==> config.mk <==
export PLATFORM = sky130hd
export DESIGN_NAME = dsec_block_packer
export DESIGN_NICKNAME = d
export VERILOG_FILES = /design/src/rtl/dsec_pkg.sv /design/src/rtl/dsec_block_packer.sv
export SDC_FILE = /design/constraint.sdc
export NUM_CORES = 1
export LEC_CHECK = 0
export CAP_MARGIN = 20
export CELL_PAD_IN_SITES_DETAIL_PLACEMENT = 0
export CELL_PAD_IN_SITES_GLOBAL_PLACEMENT = 1
export CORE_MARGIN = 5
export CORE_UTILIZATION = 24
export CTS_BUF_LIST = sky130_fd_sc_hd__clkbuf_4
export DETAILED_ROUTE_END_ITERATION = 8
export PLACE_DENSITY = 0.49
export SYNTH_ARGS = -nofsm -noshare
export SYNTH_HDL_FRONTEND = slang
export SYNTH_SLANG_ARGS = --single-unit
==> constraint.sdc <==
create_clock -name clk -period 2.9 [get_ports clk]
set_input_delay 0.87 -clock clk [delete_from_list [all_inputs] [get_ports clk]]
set_output_delay 0.87 -clock clk [all_outputs]
set_load 0.1 [all_outputs]
==> src/rtl/dsec_pkg.sv <==
// Shared types and sizing for the DSEC block packer: FSM states and block geometry.
package dsec_pkg;

  localparam int BLK_W         = 64;
  localparam int BYTE_W        = 8;
  localparam int BYTES_PER_BLK = 8;
  localparam int KEY_BLKS      = 3;
  localparam int CNT_W         = $clog2(BYTES_PER_BLK);
  localparam int KEY_CNT_W     = $clog2(KEY_BLKS);

  typedef enum logic [1:0] {
    ST_FILL = 2'd0,
    ST_WAIT = 2'd1,
    ST_SEND = 2'd2,
    ST_ERR  = 2'd3
  } state_t;

  // Zero bytes left in a block whose last accepted byte sat at lane idx.
  function automatic logic [CNT_W-1:0] pad_count(input logic [CNT_W-1:0] idx);
    return CNT_W'(BYTES_PER_BLK - 1) - idx;
  endfunction

endpackage

==> src/rtl/dsec_block_packer.sv <==
// Packs an upstream byte stream into 64-bit big-endian blocks for the DSEC core,
// sequencing 3-block key sets ahead of data and latching any protocol violation.
module dsec_block_packer
  import dsec_pkg::*;
(
  input  logic             clk,
  input  logic             rst,
  input  logic [7:0]       s_data,
  input  logic             s_valid,
  output logic             s_ready,
  input  logic             s_key,
  input  logic             s_last,
  output logic [BLK_W-1:0] m_data,
  output logic             m_valid,
  output logic             m_key_config,
  input  logic             m_rdy,
  output logic [2:0]       pad_bytes,
  output logic             msg_done,
  output logic             err
);

  state_t                 state_reg;
  logic [BLK_W-1:0]       acc_reg;
  logic [BLK_W-1:0]       acc_next;
  logic [CNT_W-1:0]       byte_cnt_reg;
  logic [KEY_CNT_W-1:0]   key_cnt_reg;
  logic                   keys_loaded_reg;
  logic                   blk_key_reg;
  logic                   blk_last_reg;
  logic [BLK_W-1:0]       m_data_reg;
  logic                   m_valid_reg;
  logic                   m_key_config_reg;
  logic [2:0]             pad_bytes_reg;
  logic                   msg_done_reg;
  logic                   err_reg;

  logic accept;
  logic first_byte;
  logic type_mismatch;
  logic key_last;
  logic data_too_early;
  logic proto_err;
  logic closing;

  assign s_ready      = (state_reg == ST_FILL);
  assign m_data       = m_data_reg;
  assign m_valid      = m_valid_reg;
  assign m_key_config = m_key_config_reg;
  assign pad_bytes    = pad_bytes_reg;
  assign msg_done     = msg_done_reg;
  assign err          = err_reg;

  assign accept     = s_valid && (state_reg == ST_FILL);
  assign first_byte = (byte_cnt_reg == '0);

  // Protocol checks applied to the byte on the accepting edge.
  assign type_mismatch  = !first_byte && (s_key != blk_key_reg);
  assign key_last       = s_key && s_last;
  assign data_too_early = first_byte && !s_key &&
                          ((key_cnt_reg != '0) || !keys_loaded_reg);
  assign proto_err      = accept && (type_mismatch || key_last || data_too_early);

  assign closing = accept && !proto_err &&
                   ((byte_cnt_reg == CNT_W'(BYTES_PER_BLK - 1)) || s_last);

  // Lane gi takes the incoming byte when it is the next free lane; first byte lands in the MSB lane.
  genvar gi;
  generate
    for (gi = 0; gi < BYTES_PER_BLK; gi++) begin : g_lane
      assign acc_next[BLK_W-1-gi*BYTE_W -: BYTE_W] =
        (byte_cnt_reg == CNT_W'(gi)) ? s_data : acc_reg[BLK_W-1-gi*BYTE_W -: BYTE_W];
    end
  endgenerate

  always_ff @(posedge clk) begin
    if (rst) begin
      state_reg        <= ST_FILL;
      acc_reg          <= '0;
      byte_cnt_reg     <= '0;
      key_cnt_reg      <= '0;
      keys_loaded_reg  <= 1'b0;
      blk_key_reg      <= 1'b0;
      blk_last_reg     <= 1'b0;
      m_data_reg       <= '0;
      m_valid_reg      <= 1'b0;
      m_key_config_reg <= 1'b0;
      pad_bytes_reg    <= '0;
      msg_done_reg     <= 1'b0;
      err_reg          <= 1'b0;
    end else begin
      m_valid_reg  <= 1'b0;
      msg_done_reg <= 1'b0;
      case (state_reg)
        ST_FILL: begin
          if (proto_err) begin
            state_reg        <= ST_ERR;
            err_reg          <= 1'b1;
            m_key_config_reg <= 1'b0;
            acc_reg          <= '0;
          end else if (accept) begin
            if (first_byte) begin
              blk_key_reg <= s_key;
            end
            if (closing) begin
              // Unused low lanes of acc_reg are already zero, so padding is free.
              state_reg     <= ST_WAIT;
              m_data_reg    <= acc_next;
              acc_reg       <= '0;
              byte_cnt_reg  <= '0;
              blk_last_reg  <= s_last;
              pad_bytes_reg <= pad_count(byte_cnt_reg);
              if (first_byte ? s_key : blk_key_reg) begin
                m_key_config_reg <= 1'b1;
              end
            end else begin
              acc_reg      <= acc_next;
              byte_cnt_reg <= byte_cnt_reg + 1'b1;
            end
          end
        end
        ST_WAIT: begin
          if (m_rdy) begin
            state_reg    <= ST_SEND;
            m_valid_reg  <= 1'b1;
            msg_done_reg <= blk_last_reg;
          end
        end
        ST_SEND: begin
          state_reg     <= ST_FILL;
          pad_bytes_reg <= '0;
          blk_last_reg  <= 1'b0;
          if (blk_key_reg) begin
            if (key_cnt_reg == KEY_CNT_W'(KEY_BLKS - 1)) begin
              key_cnt_reg      <= '0;
              keys_loaded_reg  <= 1'b1;
              m_key_config_reg <= 1'b0;
            end else begin
              key_cnt_reg <= key_cnt_reg + 1'b1;
            end
          end
        end
        default: begin
          // Error is terminal until reset.
          state_reg        <= ST_ERR;
          err_reg          <= 1'b1;
          m_key_config_reg <= 1'b0;
        end
      endcase
    end
  end

endmodule

# Yosys cells after proc, flatten, opt, wreduce, memory -nomap -nowiden

Index checks and enable logic that the tools add are counted.

Magnitude comparators: 0
Div/mod/pow operators: 0
Mux-type cells: 37
Equal/unequal tests: 21
Shifts and indexed selects: 0
Bitwise logic cells: 4
Multiply operators: 0
Reductions and logical operators: 33
Add/sub/neg operators: 3

Operator list:

| operator           | number |
|---|---|
| $mux 64            | 3 |
| $mux 8             | 8 |
| $eq 3x3->1 const B | 4 |
| $mux 1             | 12 |
| $mux 3             | 4 |
| $mux 2             | 5 |
| $ne 3x1->1 const B | 3 |
| $reduce_and 3->1   | 3 |
| $logic_and 1x1->1  | 8 |
| $ne 2x2->1 const B | 4 |
| $reduce_and 4->1   | 2 |
| $eq 3x2->1 const B | 2 |
| $ne 2x1->1 const B | 3 |
| $pmux 2 s3         | 1 |
| $pmux 3 s2         | 1 |
| $reduce_and 2->1   | 3 |
| $reduce_and 6->1   | 1 |
| $reduce_bool 2->1  | 3 |
| $eq 2x2->1 const B | 2 |
| $logic_not 1->1    | 4 |
| $logic_or 1x1->1   | 4 |
| $not 1->1          | 4 |
| $pmux 1 s2         | 2 |
| $reduce_or 2->1    | 2 |
| other kinds (10)   | 10 |

Memories: 0
Register bits: 145
RAM bits: 0
Latch bits: 0
Output and inout bits: 72
Memory bits (read-only): 0
Logic and storage cells: 111

# Logic depth before layout (Yosys ltp)

Depth after elaboration: 13
Gate-level depth with buffers: 11

# Worst setup path before layout

No wires, ideal clock.

Kind: reg2reg
Start: register state_reg[0]
End: register acc_reg[36]
Stages on the path, launching flop included: 9
Slack: 0.390 ns
Data arrival time: 2.440 ns
Data required time: 2.830 ns
Cells stage by stage: dfxtp_1 inv_1 ha_1 and2_1 buf_2 clkbuf_1 clkbuf_1 nand3_1 a21oi_1

Cells in the longest elaborated chain, start to end: 9

Ends and longest elaborated chain:

| what                           | RTL line                 | source |
|---|---|---|
| from (decl)                    | dsec_block_packer.sv:22  | `state_t state_reg;` |
| from (signal assigned)         | dsec_block_packer.sv:77  | `state_reg <= ST_FILL;` |
| from (signal assigned)         | dsec_block_packer.sv:96  | `state_reg <= ST_ERR;` |
| from (signal assigned)         | dsec_block_packer.sv:106 | `state_reg <= ST_WAIT;` |
| $logic_not 2->1 *              | -                        |  |
| net s_ready                    | dsec_block_packer.sv:10  | `output logic s_ready,` |
| $logic_and 1x1->1              | dsec_block_packer.sv:53  | `assign accept = s_valid && (state_reg == ST_FILL);` |
| $logic_and 1x1->1              | dsec_block_packer.sv:61  | `assign proto_err = accept && (type_mismatch \|\| key_last \|\| data_too_early);` |
| $logic_not 1->1                | dsec_block_packer.sv:63  | `assign closing = accept && !proto_err &&` |
| $logic_and 1x1->1 (2 in a row) | dsec_block_packer.sv:63  |  |
| $mux 64                        | dsec_block_packer.sv:104 | `if (closing) begin` |
| $mux 64                        | dsec_block_packer.sv:100 | `end else if (accept) begin` |
| $mux 64                        | dsec_block_packer.sv:95  | `if (proto_err) begin` |
| to (signal assigned)           | dsec_block_packer.sv:116 | `acc_reg <= acc_next;` |
| to (decl)                      | dsec_block_packer.sv:23  | `logic [BLK_W-1:0] acc_reg;` |

Mark *: on every way through the listed nets, which the timed path passes. The rest lies on a longest branch. The select of a mux whose other input is x is not followed.
A chain may end at the register's enable or synchronous reset.

# Worst setup path after layout

Start: register state_reg[1]
End: output port s_ready

Cells in the longest elaborated chain, start to end: 1

Ends and longest elaborated chain:

| what            | RTL line                | source |
|---|---|---|
| $logic_not 2->1 | dsec_block_packer.sv:45 | `assign s_ready = (state_reg == ST_FILL);` |
| to (decl)       | dsec_block_packer.sv:10 |  |

No other way between the ends.

==> flow_metrics.tcl <==
set metrics [dict create \
    layout.nets 780 \
    timing.hold.worst.class "reg -> reg" \
    relSlewSlack_pct 45.50 \
    post_cts.repair.setup_buffers 0 \
    setup.worst_path.start_class "flip-flop" \
    maxClockFrequency_mhz 398.7 \
    synth.top_cells.by_area "sky130_fd_sc_hd__dfxtp_1 (48%), sky130_fd_sc_hd__mux2i_1 (9.4%), sky130_fd_sc_hd__nor2_1 (6.2%), sky130_fd_sc_hd__nand2_1 (5.4%), sky130_fd_sc_hd__a311oi_1 (4.6%)" \
    mappedNetlistArea_mm2 0.006080 \
    fin_area_mm2 0.007496 \
    vdd_ir_drop_max_mv 0.2329 \
    placed_cell_area_mm2 0.007158 \
    tritoncts "built" \
    die_x_um 169.2 \
    number_of_max_slew_violations_in_the_final_report 0 \
    grt_antenna_before_repair 1 \
    fillCellCount 2646 \
    proportion_of_layout_cells_with_a_drive_suffix_above_1_pct 18.47 \
    post_synth_fa_ha_maj_area_fraction_pct 2.058 \
    post_cts.resized_instances 0 \
    clkSinkCount 145 \
    finalCritPeriodShare_pct 86.49 \
    pwr_density_cell_mw_per_mm2 725.3 \
    floorplan.die_area_mm2 0.02862 \
    area_delta_synth_final_pct 23.30 \
    synthesis.nets 704 \
    crit_fanout 7 \
    floorplan.initialDensity_pct 24.28 \
    cell_taking_the_most_area_after_synthesis "sky130_fd_sc_hd__dfxtp_1" \
    yosys.area_share.simple_pct 19.90 \
    timing.final.ws_setup_ns 0.3918 \
    critical_path_cell_sequence "inv_1 > ha_1 > buf_4" \
    grt_remaining_overflow 0 \
    beginning_of_the_worst_register_to_register_path "byte_cnt_reg[0]" \
    cts.htree.levels 4 \
    syn_area_per_cell_um2 8.941 \
    finalHoldViolCount 0 \
    number_of_synthesized_flops_with_an_enable_pin 0 \
    grt_setup_unrepaired "false" \
    wire_length_of_the_first_global_routing_pass_um 28940 \
    synth.area.mux_share_pct 9.570 \
    io_pins 86 \
    drtIter0Drc 230 \
    synthCells 680 \
    drt-wirelength-per-cell_um 16.44 \
    grt_start_max_net_pins 51 \
    synth_compound_gate_area_share_pct 15.09 \
    holdBufCountCts 0 \
    static-leakage-power_nw 2.738 \
    worstPathArrival_ns 1.64 \
    most_instantiated_flip_flop_cell_in_the_synthesis_netlist "sky130_fd_sc_hd__dfxtp_1" \
    route.antenna.remaining_nets 0 \
    worst-slew-pin-transition_ns 0.8174 \
    port_buffer_count 85 \
    dpl.hpwl_um 11970 \
    via_count 5099 \
    clk_pin_slew_worst_paths_ns 0.13 \
    post_synth_xor_area_fraction_pct 0.1441 \
    root_buffer "sky130_fd_sc_hd__clkbuf_4" \
    setup_violations 0 \
    clkLatencyLatePin_ns 0.54 \
    async_reset_ff_share_pct 0 \
    period_needed_ns 2.508 \
    worst_path_max_delay_cell "sky130_fd_sc_hd__dfxtp_1" \
    timing.hold.ws_ns 0.4609 \
    min-delay-start "acc_reg[41]" \
    grt_usage_pct 12.76 \
    vias_in_the_first_global_route 5172 \
    std_cell_rows 58 \
    finalWeightedCongestion 0.7289 \
    cp_data_required_time_ns 2.03 \
    synth.lib_cells_used.distinct 44 \
    route.final.wire_length_um 18100 \
    fraction_of_the_yosys_area_taken_by_sequential_cells_pct 47.75 \
    slowest_delay_ns 0.35 \
    clk_path_buf_depth 2 \
    timing_worst_setup_path_type "reg -> out" \
    critPathLaunch "state_reg[1]" \
    cap_viol_max_count 0 \
    combinational_family_with_the_most_area_after_synthesis "simple AND/OR/NAND/NOR gates" \
    outcome "finished clean" \
    finalClockSkew_ns 0.02641 \
    die_h_um 169.2 \
    post-route-drc-count 0 \
    first_pass_iters 4 \
    ys_warn_count 0 \
    via_per_inst 4.631 \
    synth_top_area_share_pct 47.75 \
    cts_buffers 17 \
    floorplan_core_area_mm2 0.02504 \
    ys_seq_elements 145 \
    pre_cts_ws_ns 0.07255 \
    worstSetupEndpointType "primary output" \
    setup-tns-final_ns 0 \
]
-- cells by family after synthesis --
family / Yosys count
mux: 58
xor+xnor: 1
compound gates: 127
buf+inv: 66
flops: 145
fa+ha+maj: 10
simple gates: 273
-- area by class of cell --
type / count / area, um^2 / share of cell area [%]
multi-input cells: 469 / 2850 / 38.02
clock inverters: 12 / 182.7 / 2.437
inverters: 9 / 33.78 / 0.4507
clock buffers: 20 / 150.1 / 2.003
diodes: 2 / 5.005 / 0.06677
repair buffers: 114 / 958.4 / 12.79
well taps: 330 / 412.9 / 5.508
flip-flops and latches: 145 / 2903 / 38.72
-- layer usage --
| layer | global-route usage [%] | up-vias | part of all wire (%) |
|---|---|---|---|
| met1 | 16.56 | 2444 | 47 |
| met3 | 3.051 | 16 | 3.4 |
| met4 | 3.815 | 0 | 1.6 |
| li1 | - | 2553 | - |
| met5 | 0 | - | 0 |
| met2 | 21.14 | 86 | 48 |
-- report_power, final --
group	leakage (nW)	total (mW)	switching, mW	internal (mW)
registers	1.17	2.20	0.0821	2.12
clock network	0.172	1.50	0.781	0.720
logic	1.39	1.73	1.32	0.413
total	2.74	5.44	2.18	3.25
-- per-stage QoR --
stage               total power [mW]  util [%]  instances
floorplan                      3.555         -        680
CTS                            5.526     29.92       1099
detailed placement             4.001     28.59       1067
finish                         5.437     29.94       1101
global route                   5.716     29.94       1101
global placement               3.985     28.59       1067
-- worst max-delay path, delay by kind of cell, from the launching register on --
kind	cells	cell delay, ns
fa+ha+maj	1	0.31
buf+inv	2	0.45
flops	1	0.35
-- placed cells by master (no fill, tap or decap), types with 2 or more instances in the layout --
cell type / instances
sky130_fd_sc_hd__dfxtp_1: 145
sky130_fd_sc_hd__nor2_1: 100
sky130_fd_sc_hd__buf_4: 95
sky130_fd_sc_hd__nand2_1: 88
sky130_fd_sc_hd__mux2i_1: 57
sky130_fd_sc_hd__nand3_1: 53
sky130_fd_sc_hd__a21oi_1: 37
sky130_fd_sc_hd__a311oi_1: 32
sky130_fd_sc_hd__a211oi_1: 32
sky130_fd_sc_hd__clkbuf_4: 20
sky130_fd_sc_hd__clkdlybuf4s50_1: 12
sky130_fd_sc_hd__and2_1: 11
sky130_fd_sc_hd__ha_1: 10
sky130_fd_sc_hd__inv_1: 9
sky130_fd_sc_hd__nand3b_1: 6
sky130_fd_sc_hd__a22o_1: 6
sky130_fd_sc_hd__buf_12: 6
sky130_fd_sc_hd__nor2b_1: 4
sky130_fd_sc_hd__o21ai_0: 4
sky130_fd_sc_hd__bufinv_16: 4
sky130_fd_sc_hd__o211ai_1: 3
sky130_fd_sc_hd__clkinv_4: 3
sky130_fd_sc_hd__diode_2: 2
sky130_fd_sc_hd__a21o_1: 2
sky130_fd_sc_hd__o31a_1: 2
sky130_fd_sc_hd__or3_1: 2
sky130_fd_sc_hd__clkinvlp_4: 2
sky130_fd_sc_hd__inv_6: 2
-- final timing paths --
check / endpoint / slack, ns / cells past startpoint
min reg2reg: acc_reg[41] / 0.46 / 2
min: acc_reg[41] / 0.46 / 2
max: s_ready / 0.39 / 3
max reg2reg: acc_reg[7] / 0.63 / 7
-- Yosys cell counts (9+ instances only) --
| master | count |
|---|---|
| sky130_fd_sc_hd__and2_1 | 11 |
| sky130_fd_sc_hd__nand2_1 | 88 |
| sky130_fd_sc_hd__mux2i_1 | 57 |
| sky130_fd_sc_hd__buf_2 | 15 |
| sky130_fd_sc_hd__a311oi_1 | 32 |
| sky130_fd_sc_hd__ha_1 | 10 |
| sky130_fd_sc_hd__nand3_1 | 53 |
| sky130_fd_sc_hd__dfxtp_1 | 145 |
| sky130_fd_sc_hd__nor2_1 | 100 |
| sky130_fd_sc_hd__a21oi_1 | 37 |
| sky130_fd_sc_hd__inv_1 | 9 |
| sky130_fd_sc_hd__a211oi_1 | 32 |
| sky130_fd_sc_hd__clkbuf_1 | 29 |
(Power assumes the default switching activity.)
